--- src/rtl/fetch_unit_pkg.sv ---
// Shared types and constants for the instruction fetch stage.
package fetch_unit_pkg;

    localparam logic [31:0] INST_BYTES      = 32'd4;
    localparam int          FETCH_MAX_DEPTH = 8;

    typedef struct packed {
        logic [31:0] pc;
        logic [31:0] inst;
    } fetch_entry_t;

    function automatic logic [31:0] align_pc(input logic [31:0] pc);
        return {pc[31:2], 2'b00};
    endfunction

endpackage

--- src/rtl/fetch_unit_fifo.sv ---
// Prefetch FIFO holding fetched words with their PCs; flush empties it in one cycle.
module fetch_fifo
    import fetch_unit_pkg::*;
#(
    parameter int DEPTH = 2,
    localparam int CNT_W = $clog2(DEPTH + 1),
    localparam int PTR_W = (DEPTH > 1) ? $clog2(DEPTH) : 1
) (
    input  logic             clock,
    input  logic             reset_n,
    input  logic             push,
    input  fetch_entry_t     push_data,
    input  logic             pop,
    input  logic             flush,
    output logic             full,
    output logic             empty,
    output logic [CNT_W-1:0] count,
    output fetch_entry_t     head
);

    fetch_entry_t     mem [DEPTH];
    logic [PTR_W-1:0] wr_ptr;
    logic [PTR_W-1:0] rd_ptr;
    logic             do_push;
    logic             do_pop;

    function automatic logic [PTR_W-1:0] ptr_inc(input logic [PTR_W-1:0] p);
        return (p == PTR_W'(DEPTH - 1)) ? '0 : p + PTR_W'(1);
    endfunction

    assign full    = (count == CNT_W'(DEPTH));
    assign empty   = (count == '0);
    assign do_push = push && !full;
    assign do_pop  = pop && !empty;
    assign head    = mem[rd_ptr];

    // Storage carries no reset; validity is tracked purely by count.
    always_ff @(posedge clock) begin
        if (do_push) begin
            mem[wr_ptr] <= push_data;
        end
    end

    always_ff @(posedge clock or negedge reset_n) begin
        if (!reset_n) begin
            wr_ptr <= '0;
            rd_ptr <= '0;
            count  <= '0;
        end else if (flush) begin
            wr_ptr <= '0;
            rd_ptr <= '0;
            count  <= '0;
        end else begin
            if (do_push) begin
                wr_ptr <= ptr_inc(wr_ptr);
            end
            if (do_pop) begin
                rd_ptr <= ptr_inc(rd_ptr);
            end
            count <= count + CNT_W'(do_push) - CNT_W'(do_pop);
        end
    end

endmodule

--- src/rtl/fetch_unit.sv ---
// Instruction fetch stage: owns the PC, tracks in-flight reads, buffers words for the decoder.
// Optional: FETCH_ALIGN_CHECK_EN adds misalign_o and halts fetch on a misaligned redirect.
module fetch_unit
    import fetch_unit_pkg::*;
#(
    parameter int          DEPTH    = 2,
    parameter logic [31:0] RESET_PC = 32'h0000_0000
) (
    input  logic        clock,
    input  logic        reset_n,
    output logic        mem_req_valid_o,
    input  logic        mem_req_ready_i,
    output logic [31:0] mem_req_addr_o,
    input  logic        mem_rsp_valid_i,
    input  logic [31:0] mem_rsp_data_i,
    input  logic        redirect_i,
    input  logic [31:0] redirect_pc_i,
    output logic        inst_valid_o,
    input  logic        inst_ready_i,
    output logic [31:0] inst_o,
    output logic [31:0] inst_pc_o
`ifdef FETCH_ALIGN_CHECK_EN
    ,
    output logic        misalign_o
`endif
);

    localparam int CNT_W = $clog2(DEPTH + 1);

    if (DEPTH < 1 || DEPTH > FETCH_MAX_DEPTH) begin : g_depth_check
        $error("fetch_unit: DEPTH must be within 1..FETCH_MAX_DEPTH");
    end

    logic [31:0]      fetch_pc;
    logic [31:0]      resp_pc;
    logic [CNT_W-1:0] outstanding;
    logic [CNT_W-1:0] discard;
    logic [CNT_W-1:0] fifo_count;
    logic [CNT_W:0]   in_use;
    logic             started;
    logic             halted;
    logic             credit_ok;
    logic             req_fire;
    logic             rsp_keep;
    logic             fifo_full;
    logic             fifo_empty;
    fetch_entry_t     push_entry;
    fetch_entry_t     fifo_head;

    // A slot is held from request acceptance until the word leaves the FIFO,
    // so the FIFO can never be asked to take more than it has room for.
    assign in_use    = {1'b0, outstanding} + {1'b0, fifo_count};
    assign credit_ok = !fifo_full && (in_use < (CNT_W + 1)'(DEPTH));

    assign mem_req_valid_o = started && !halted && !redirect_i && credit_ok;
    assign mem_req_addr_o  = fetch_pc;
    assign req_fire        = mem_req_valid_o && mem_req_ready_i;
    assign rsp_keep        = mem_rsp_valid_i && !redirect_i && (discard == '0);
    assign push_entry      = '{pc: resp_pc, inst: mem_rsp_data_i};

`ifdef FETCH_ALIGN_CHECK_EN
    always_ff @(posedge clock or negedge reset_n) begin
        if (!reset_n) begin
            misalign_o <= 1'b0;
        end else if (redirect_i) begin
            misalign_o <= (redirect_pc_i[1:0] != 2'b00);
        end
    end
    assign halted = misalign_o;
`else
    assign halted = 1'b0;
`endif

    // started keeps the request low until the first edge after reset release.
    always_ff @(posedge clock or negedge reset_n) begin
        if (!reset_n) begin
            started     <= 1'b0;
            fetch_pc    <= RESET_PC;
            resp_pc     <= RESET_PC;
            outstanding <= '0;
            discard     <= '0;
        end else begin
            started <= 1'b1;
            if (redirect_i) begin
                fetch_pc    <= align_pc(redirect_pc_i);
                resp_pc     <= align_pc(redirect_pc_i);
                outstanding <= outstanding - CNT_W'(mem_rsp_valid_i);
                discard     <= outstanding - CNT_W'(mem_rsp_valid_i);
            end else begin
                if (req_fire) begin
                    fetch_pc <= fetch_pc + INST_BYTES;
                end
                if (rsp_keep) begin
                    resp_pc <= resp_pc + INST_BYTES;
                end
                if (mem_rsp_valid_i && (discard != '0)) begin
                    discard <= discard - CNT_W'(1);
                end
                outstanding <= outstanding + CNT_W'(req_fire) - CNT_W'(mem_rsp_valid_i);
            end
        end
    end

    fetch_fifo #(
        .DEPTH(DEPTH)
    ) u_fifo (
        .clock    (clock),
        .reset_n  (reset_n),
        .push     (rsp_keep),
        .push_data(push_entry),
        .pop      (inst_valid_o && inst_ready_i),
        .flush    (redirect_i),
        .full     (fifo_full),
        .empty    (fifo_empty),
        .count    (fifo_count),
        .head     (fifo_head)
    );

    assign inst_valid_o = !fifo_empty;
    assign inst_o       = fifo_empty ? '0 : fifo_head.inst;
    assign inst_pc_o    = fifo_empty ? '0 : fifo_head.pc;

endmodule

--- config.mk ---
export PLATFORM = sky130hd
export DESIGN_NAME = fetch_unit
export DESIGN_NICKNAME = d
export VERILOG_FILES = /design/src/rtl/fetch_unit_pkg.sv /design/src/rtl/fetch_unit_fifo.sv /design/src/rtl/fetch_unit.sv
export SDC_FILE = /design/constraint.sdc
export NUM_CORES = 1
export LEC_CHECK = 0
export ABC_CLOCK_PERIOD_IN_PS = 3300
export CAP_MARGIN = 20
export CORE_ASPECT_RATIO = 1.5
export CORE_MARGIN = 10
export CORE_UTILIZATION = 30
export DETAILED_ROUTE_END_ITERATION = 8
export HOLD_SLACK_MARGIN = 0.08
export PLACE_DENSITY = 0.61
export REMOVE_ABC_BUFFERS = 1
export SLEW_MARGIN = 10
export SYNTH_ARGS = -nofsm -noshare
export SYNTH_HDL_FRONTEND = slang
export SYNTH_HIERARCHICAL = 1
export SYNTH_SLANG_ARGS = --single-unit
--- constraint.sdc ---
create_clock -name clock -period 3.3 [get_ports clock]
set_clock_uncertainty 0.1 [all_clocks]
set_input_delay 0.33 -clock clock [delete_from_list [all_inputs] [get_ports clock]]
set_output_delay 0.33 -clock clock [all_outputs]
set_load 0.01 [all_outputs]
==> flow_metrics.tcl, run 1 <==
set metrics [dict create \
    status "finished, final reports clean" \
    synth-seq-area-share_pct 61.70 \
    fin_crit_sh_pct 92.24 \
    dp.cells 1261 \
    stdcell_count 1294 \
    h-tree-depth 4 \
    core_area_sq_um 29580 \
    hold_path_depth 3 \
    grt_antenna_before_repair 0 \
    cts_buffers 17 \
    seqPwrFrac_pct 47.8 \
    met2WireLength_mm 13.23 \
    layout.area.seq_sq_um 5572 \
    met1_length_mm 9.044 \
    nets 965 \
    p_sw_w 0.001759 \
    holdWs_ns 0.3121 \
    synth-async-reset-ratio_pct 35.03 \
    synth_flop_cell "edfxtp_1" \
    post-route-drc-count 0 \
    dieArea_sq_um 37580 \
    pre_cts_ws_ns 0.2544 \
    intPower_w 0.004667 \
    routed.top_layer "met4" \
    clk_latency_ns 0.45 \
    io_buffers 163 \
    worstMarginPinSlew_ns 0.8461 \
    yosysMostFrequentCell "edfxtp_1" \
    gp_congestion 0.8161 \
    wl_met3_mm 1.102 \
    p_comb_share_pct 20.2 \
    grt_start_max_net_pins 66 \
    fmax_ghz 0.3285 \
    setup_tns_ns 0 \
    synth_top_cells_by_area "edfxtp_1 (43%), dfrtp_1 (19%), mux2_2 (9.0%)" \
    synth-edff-count 128 \
    tritoncts "yes" \
    synth.top_cells.by_count "edfxtp_1 (128), mux2_2 (72), dfrtp_1 (69), nor2b_1 (67), nand2_1 (50)" \
    setup_viol 0 \
    critical_path.startpoint_type "flip-flop" \
    synth_seq_cells 197 \
    clockBufferDepth 2 \
    wire_per_inst_microns 18.66 \
    fill_cells 2823 \
    io_pins 168 \
    diodes 0 \
    crit_arrival_ns 3.32 \
    grt_remaining_overflow 0 \
    hp-class "in2reg" \
    finalHoldViolCount 0 \
    layout-drive-gt1-share_pct 16.02 \
    netlist_area_sq_um 9029 \
    first_pass_iters 5 \
    final-max-slew-violation-count 0 \
    swShare_pct 27.37 \
    vdd.ir_drop.worst_mv 0.3334 \
    wirelength_mm 24.15 \
    slew_headroom_pct 43.59 \
    rows 77 \
    avgSynthCellArea_sq_um 12.84 \
    die_w_microns 161.6 \
    grt_use_total_pct 13.03 \
    die_y_microns 232.5 \
    critPathMaxFanout 5 \
    ys_types 53 \
    synthCells 703 \
    maxCapViolations 0 \
    crit_type "reg2reg" \
    fin_crit_ns 3.044 \
    clockRootBuffer "clkbuf_16" \
    initial_core_util_pct 30.53 \
    clock_sinks 197 \
    p_clk_share_pct 32.1 \
    power.density_nw_per_um2 540.3 \
    worstPathRequired_ns 3.57 \
    dpl.hpwl_mm 18.03 \
    grt_pass1_vias 6366 \
    multiInputGateArea_sq_um 3249 \
    ys_warn_count 6 \
    worst_slack_ns 0.2561 \
    vias_per_cell 4.730 \
    finalPower_w 0.006427 \
    grt_pass1_wl_mm 37.32 \
    ant_nets 0 \
    synth_top_area_share_pct 42.57 \
    drt_iter0_drc 356 \
    end_kind "flip-flop" \
    rr_worst_depth 7 \
    vias 6120 \
    yosys.area.top_type "edfxtp_1" \
    p_leak_nw 4.150 \
    area_delta_synth_final_pct 31.73 \
    path_clk_slew_ns 0.07 \
    grt_setup_unrepaired "false" \
]
-- critical path: stages, from the launching register on --
cell     delay [ns]
dfrtp_1        0.44
and2_1         0.18
fa_1           0.46
or4b_4         0.59
nor4_4         0.40
nand4_1        0.23
or3_1          0.40
a31oi_1        0.16
-- placed cells by master, fill, tap and decap left out, drive strengths merged, types with 20 or more instances in the layout --
master | Yosys | final
mux2 | 72 | 72
clkdlybuf4s50 | 0 | 160
nor2 | 28 | 28
buf | 10 | 28
nand2 | 50 | 50
dfrtp | 69 | 69
nand4 | 20 | 20
xnor2 | 24 | 24
edfxtp | 128 | 128
nand3 | 27 | 27
o21ai | 40 | 40
nor2b | 67 | 67
-- final timing paths --
check / from / end / slack (ns)
worst max-delay path: u_fifo/count[0] / mem_req_addr_o[27] / 0.26
worst min-delay path: redirect_i / resp_pc[30] / 0.31
worst max register to register: u_fifo/count[0] / mem_req_addr_o[27] / 0.26
worst min register to register: resp_pc[31] / u_fifo/mem[1][63] / 0.42
max in group asynchronous: reset_n / resp_pc[16] / 1.87
min in group asynchronous: reset_n / u_fifo/rd_ptr / 0.41
-- registers in the layout, summed over array words and instances (netlist names) --
signal and cells:
u_fifo/mem 128, mem_req_addr_o 30, resp_pc 30, discard 2
outstanding 2, u_fifo/count 2, started 1, u_fifo/rd_ptr 1
u_fifo/wr_ptr 1
-- power groups by stage --
stage                     registers (W)  logic (W)  clock network [W]
after floorplan                 0.00309   0.000609                  0
after global placement          0.00311    0.00132                  0
after detailed placement        0.00312    0.00133                  0
after CTS                       0.00307    0.00134            0.00213
after global routing            0.00310    0.00144            0.00223
final                           0.00307    0.00130            0.00206
-- per-layer routing --
metal	global-route usage (%)	vias up
met2	23.81	140
li1	-	2926
met3	3.305	34
met1	13.59	3020
met4	6.357	0
met5	0	-
-- cell families after synthesis --
kind of cell | share of synthesized area (%)
multiplexers | 9.202
adder cells (fa/ha/maj) | 1.330
AO/OA/AOI/OAI | 5.446
XOR/XNOR | 4.171
flip-flops | 61.70
other | 0.08318
buffers and inverters | 2.605
AND/OR/NAND/NOR | 15.47
-- through the flow --
step                cell area (sq um)  util (%)
floorplan                        8872         -
global placement                11300     38.22
detailed placement              11300     38.22
CTS                             11890     40.21
global route                    11890     40.21
finish                          11890     40.21
-- layout make-up --
class,instances,area share (%)
Sequential cell,197,46.84
Clock inverter,15,1.304
Timing Repair Buffer,190,16.29
Multi-Input combinational cell,464,27.32
Inverter,16,0.5049
Clock buffer,17,3.577
Tap cell,395,4.155
-- what timing repair did --
action	4_1_cts	5_1_grt
gates resized for setup	1	0
endpoints found under the hold margin	33	0
hold buffers	1	0
buffers inserted	0	0
setup endpoints to repair	1	0
Power figures use the tool's default switching activity.
==> run 2, diff against run 1 <==
- MAX_ROUTING_LAYER: default -> met4
- RECOVER_POWER: default -> 50
==> run 2 against run 1 <==
- highest routed layer unchanged
- fmax increased by 0.90%
- worst setup slack improved by 0.027 ns
- die area unchanged
- critical path depth unchanged
- the flow now finishes with violations (capacitance limit, slew limit)
- critical endpoint unchanged
==> flow_metrics.tcl, run 2 (synthesized netlist as in run 1, its figures left out) <==
set metrics [dict create \
    wirelength_mm 24.14 \
    drt_iter0_drc 293 \
    rows 77 \
    violations "capacitance limit, slew limit" \
    layout_common_cells "edfxtp_1 (128), clkdlybuf4s50_1 (98), mux2_2 (72)" \
    io_pins 168 \
    p_leak_nw 4.163 \
    worstMarginPinSlew_ns 2.024 \
    finalHoldViolCount 0 \
    reg2reg_to "mem_req_addr_o[27]" \
    dieArea_sq_um 37580 \
    ant_nets 0 \
    grt_setup_unrepaired "false" \
    vdd.ir_drop.worst_mv 0.3332 \
    hp-class "in2reg" \
    core_area_sq_um 29580 \
    hold_path_depth 3 \
    io_buffers 163 \
    stdcell_count 1294 \
    initial_core_util_pct 30.53 \
    final_common_cell "edfxtp_1" \
    postCtsSetupBuffers 0 \
    grt_antenna_before_repair 0 \
    cts_buffers 17 \
    die_w_microns 161.6 \
    diodes 0 \
    fin_crit_ns 3.017 \
    vias 6151 \
    tritoncts "yes" \
    crit_arrival_ns 3.29 \
    critical_path.startpoint_type "flip-flop" \
    grt_pass1_vias 6360 \
    critPathMaxFanout 5 \
    dpl.hpwl_mm 18.03 \
    largest_reg_flops 128 \
    fin_crit_sh_pct 91.41 \
    holdPathEnd "resp_pc[30]" \
    worstPathRequired_ns 3.57 \
    r2r_slack_ns 0.28 \
    area_delta_synth_final_pct 31.54 \
    power.density_nw_per_um2 538.5 \
    status "finished, violations left" \
    fmax_ghz 0.3315 \
    dp.cells 1261 \
    wire_per_inst_microns 18.66 \
    cp_num_buf_inv 0 \
    clockRootBuffer "clkbuf_16" \
    path_clk_slew_ns 0.07 \
    end_kind "flip-flop" \
    vias_per_cell 4.753 \
    grt_start_max_net_pins 66 \
    setup_viol 0 \
    clock_sinks 197 \
    clockBufferDepth 2 \
    r2r-start "u_fifo/count[0]" \
    holdWs_ns 0.3186 \
    maxCapViolations 1 \
    grt_use_total_pct 13.41 \
    grt_remaining_overflow 0 \
    final-max-slew-violation-count 36 \
    gp_congestion 0.8266 \
    grt_pass1_wl_mm 37.25 \
    crit_slowest_cell "or4b_4" \
    path_cells "and2_1 -> fa_1 -> or4b_4 -> nor4_4 -> nand4_1 -> or3_1 -> a31oi_1" \
    min_from "redirect_i" \
    nets 965 \
    layout-drive-gt1-share_pct 15.68 \
    largest_register "u_fifo/mem" \
    first_pass_iters 5 \
    h-tree-depth 4 \
    clk_latency_ns 0.45 \
    path_delay_family "simple AND/OR/NAND/NOR gates" \
    crit_type "reg2reg" \
    post-route-drc-count 0 \
    rr_worst_depth 7 \
    critPathMaxStageDelay_ns 0.59 \
    die_y_microns 232.5 \
    slew_headroom_pct -34.93 \
]
-- run 2: worst max-delay path by stage --
stage / endpoint / depth (start not counted) / startpoint
3_5_place_dp: outstanding[1] / 11 / u_fifo/count[0]
2_1_floorplan: u_fifo/count[1] / 9 / u_fifo/count[1]
4_1_cts: mem_req_valid_o / 5 / u_fifo/count[0]
6_report: mem_req_addr_o[27] / 7 / u_fifo/count[0]
3_3_place_gp: outstanding[1] / 11 / u_fifo/count[0]
5_1_grt: mem_req_addr_o[27] / 7 / u_fifo/count[0]
-- run 2: timing repair --
| item | in CTS | in global routing |
|---|---|---|
| hold endpoints to repair | 33 | 0 |
| hold buffers | 1 | 0 |
| gates resized for setup | 1 | 0 |
| setup endpoints to repair | 1 | 0 |
-- run 2: routing by layer --
layer	vias to the layer above	part of all wire, %	GRT usage [%]
met1	3049	39	13.86
met5	-	0	-
li1	2930	-	-
met4	0	3.1	6.357
met3	36	3.2	2.757
met2	136	55	23.89
-- run 2: final cells by class --
| cell class | count | area, sq um |
|---|---|---|
| timing repair buffer | 190 | 1928 |
| fill | 2826 | 17700 |
| inverter | 16 | 60.06 |
| multi-input combinational | 464 | 3242 |
| clock inverter | 15 | 155.1 |
| tap | 395 | 494.2 |
| sequential | 197 | 5572 |
| clock buffer | 17 | 425.4 |
-- run 2: worst register-to-register path: stages, from the launching register on --
cell and delay [ns]:
dfrtp_1 0.42, and2_1 0.17, fa_1 0.46, or4b_4 0.59
nor4_4 0.40, nand4_1 0.23, or3_1 0.40, a31oi_1 0.16
-- run 2: power breakdown --
part	total, W	switching [W]	internal, W
clock network	0.00206	0.000939	0.00112
registers	0.00307	0.000185	0.00288
logic	0.00127	0.000632	0.000638
-- run 2: through the flow --
| step | worst slack (ns) | setup TNS, ns | util [%] | instance area, sq um | power (W) |
|---|---|---|---|---|---|
| final | 0.2834 | 0 | 40.15 | 11880 | 0.006396 |
| after global routing | 0.1356 | 0 | 40.15 | 11880 | 0.006742 |
| after CTS | 0.2157 | 0 | 40.21 | 11890 | 0.006541 |
| after detailed placement | 0.2544 | 0 | 38.22 | 11300 | 0.004451 |
| after global placement | 0.2844 | 0 | 38.22 | 11300 | 0.004428 |
| after floorplan | -0.5275 | -0.9902 | - | 8872 | 0.003704 |
==> run 3, diff against run 2 <==
- CORE_MARGIN: 10 -> 1.5
- SLEW_MARGIN: 10 -> 20
==> run 3 against run 2 <==
- the flow still finishes with violations (capacitance limit, slew limit)
- sequential cell count unchanged
- sequential share of layout area increased by 0.34 points
- via count about the same
- critical endpoint is now mem_req_valid_o
==> flow_metrics.tcl, run 3 (synthesized netlist as in run 1, its figures left out) <==
set metrics [dict create \
    grt_pass1_wl_mm 34.93 \
    largest_reg_flops 128 \
    r2r-start "u_fifo/count[0]" \
    fmax_ghz 0.3106 \
    grt_antenna_before_repair 1 \
    setup_viol 0 \
    power.density_nw_per_um2 543.6 \
    fin_crit_sh_pct 97.56 \
    worst_slack_ns 0.08037 \
    vias_per_cell 4.778 \
    p_leak_nw 4.113 \
    ant_nets 0 \
    maxCapViolations 1 \
    gp_congestion 0.8332 \
    crit_arrival_ns 2.79 \
    critPathMaxFanout 5 \
    cp_num_buf_inv 1 \
    crit_type "reg2out" \
    multiInputGateArea_sq_um 3244 \
    grt_start_max_net_pins 66 \
    fin_crit_ns 3.220 \
    tritoncts "yes" \
    clock_sinks 197 \
    first_pass_iters 6 \
    grt_use_total_pct 15.56 \
    nets 957 \
    layout-drive-gt1-share_pct 14.93 \
    grt_setup_unrepaired "false" \
    hp-class "in2reg" \
    drt_iter0_drc 360 \
    violations "capacitance limit, slew limit" \
    dpl.hpwl_mm 15.96 \
    finalPower_w 0.006412 \
    finalHoldViolCount 0 \
    critical_path.startpoint_type "flip-flop" \
    wire_per_inst_microns 17.64 \
    clk_latency_ns 0.45 \
    crit_slowest_cell "or4b_4" \
    pre_cts_ws_ns 0.2379 \
    wirelength_mm 22.70 \
    min_from "redirect_i" \
    end_kind "primary output" \
    layout.area.seq_sq_um 5573 \
    vdd.ir_drop.worst_mv 0.3061 \
    grt_pass1_vias 6217 \
    startpoint "u_fifo/count[0]" \
    die_w_microns 144.6 \
    dieArea_sq_um 31170 \
    slew_headroom_pct -7.709 \
    path_clk_slew_ns 0.07 \
    setup_tns_ns 0 \
    cts_buffers 17 \
    die_y_microns 215.5 \
    post-route-drc-count 0 \
    worstPathRequired_ns 2.87 \
    final-max-slew-violation-count 29 \
    vias 6149 \
    status "finished, violations left" \
    holdWs_ns 0.1085 \
    critPathMaxStageDelay_ns 0.59 \
    h-tree-depth 4 \
    path_cells "and2_1 -> fa_1 -> or4b_4 -> nor2_2 -> clkdlybuf4s50_1" \
    final_common_cell "edfxtp_1" \
    layout_common_cells "edfxtp_1 (128), clkdlybuf4s50_1 (99), mux2_2 (72)" \
    path_delay_family "simple AND/OR/NAND/NOR gates" \
    fill_cells 2857 \
    worstMarginPinSlew_ns 1.616 \
    initial_core_util_pct 30.53 \
    core_area_sq_um 29580 \
    rows 77 \
    io_pins 168 \
    clockRootBuffer "clkbuf_16" \
    io_buffers 163 \
    clockBufferDepth 2 \
    postCtsSetupBuffers 0 \
    area_delta_synth_final_pct 30.63 \
    largest_register "u_fifo/mem" \
    grt_remaining_overflow 0 \
]
[run 3: changes by cell type in the layout (fill, tap and decap cells not counted), moves of 2 or more]
cell / previous run / this run
inv_6: 3 / 1
clkinv_2: 4 / 1
buf_4: 14 / 10
clkinvlp_4: 5 / 3
clkbuf_8: 0 / 2
clkinv_4: 0 / 3
buf_12: 9 / 5
[run 3: routing by layer]
layer  vias to the layer above  GRT usage (%)  share of wire (%)
met1                      3029          17.29                 40
li1                       2924              -                  -
met5                         -              -                  0
met2                       165          26.49                 53
met3                        31          3.106                3.4
met4                         0          7.340                3.7
[run 3: power by group]
| part | leakage (nW) | internal, W | switching [W] |
|---|---|---|---|
| Combinational | 1.84 | 0.000612 | 0.000614 |
| Sequential | 1.99 | 0.00288 | 0.000189 |
| Clock | 0.287 | 0.00117 | 0.000946 |
[run 3: per-stage QoR]
step	instances	instance area, sq um	utilization, %
after global placement	1252	11190	37.82
after floorplan	677	8872	-
final	1287	11790	39.87
after detailed placement	1252	11190	37.82
after global routing	1287	11790	39.87
after CTS	1285	11800	39.89
[run 3: final cells by class]
type,instances,area share (%)
inverters,16,0.5092
repair buffers,182,15.41
well taps,395,4.191
flip-flops and latches,197,47.25
clock buffers,19,3.840
clock inverters,13,1.262
diodes,1,0.02122
multi-input cells,464,27.51
[run 3: what timing repair did]
action	4_1_cts	5_1_grt
resized for setup	0	2
endpoints found under the setup margin	0	1
hold buffers	1	0
hold endpoints to repair	40	0
[run 3: path summary, 6_finish.rpt]
| kind | end | depth (start not counted) | slack [ns] |
|---|---|---|---|
| setup / recovery | mem_req_valid_o | 5 | 0.08 |
| min in group asynchronous | mem_req_addr_o[3] | 2 | 0.39 |
| hold / removal | u_fifo/count[0] | 2 | 0.11 |
| hold reg to reg | u_fifo/mem[0][63] | 0 | 0.42 |
| setup reg to reg | outstanding[1] | 11 | 0.27 |
| max in group asynchronous | resp_pc[30] | 4 | 0.54 |
[run 3: worst reg2reg max path: stages (launching register included)]
cell	delay [ns]
dfrtp_2	0.44
and2_1	0.16
fa_1	0.46
or4b_4	0.59
nor2_2	0.15
clkinv_1	0.10
ha_1	0.27
inv_1	0.04
ha_1	0.18
xnor2_1	0.11
o21ai_0	0.19
xor2_1	0.17
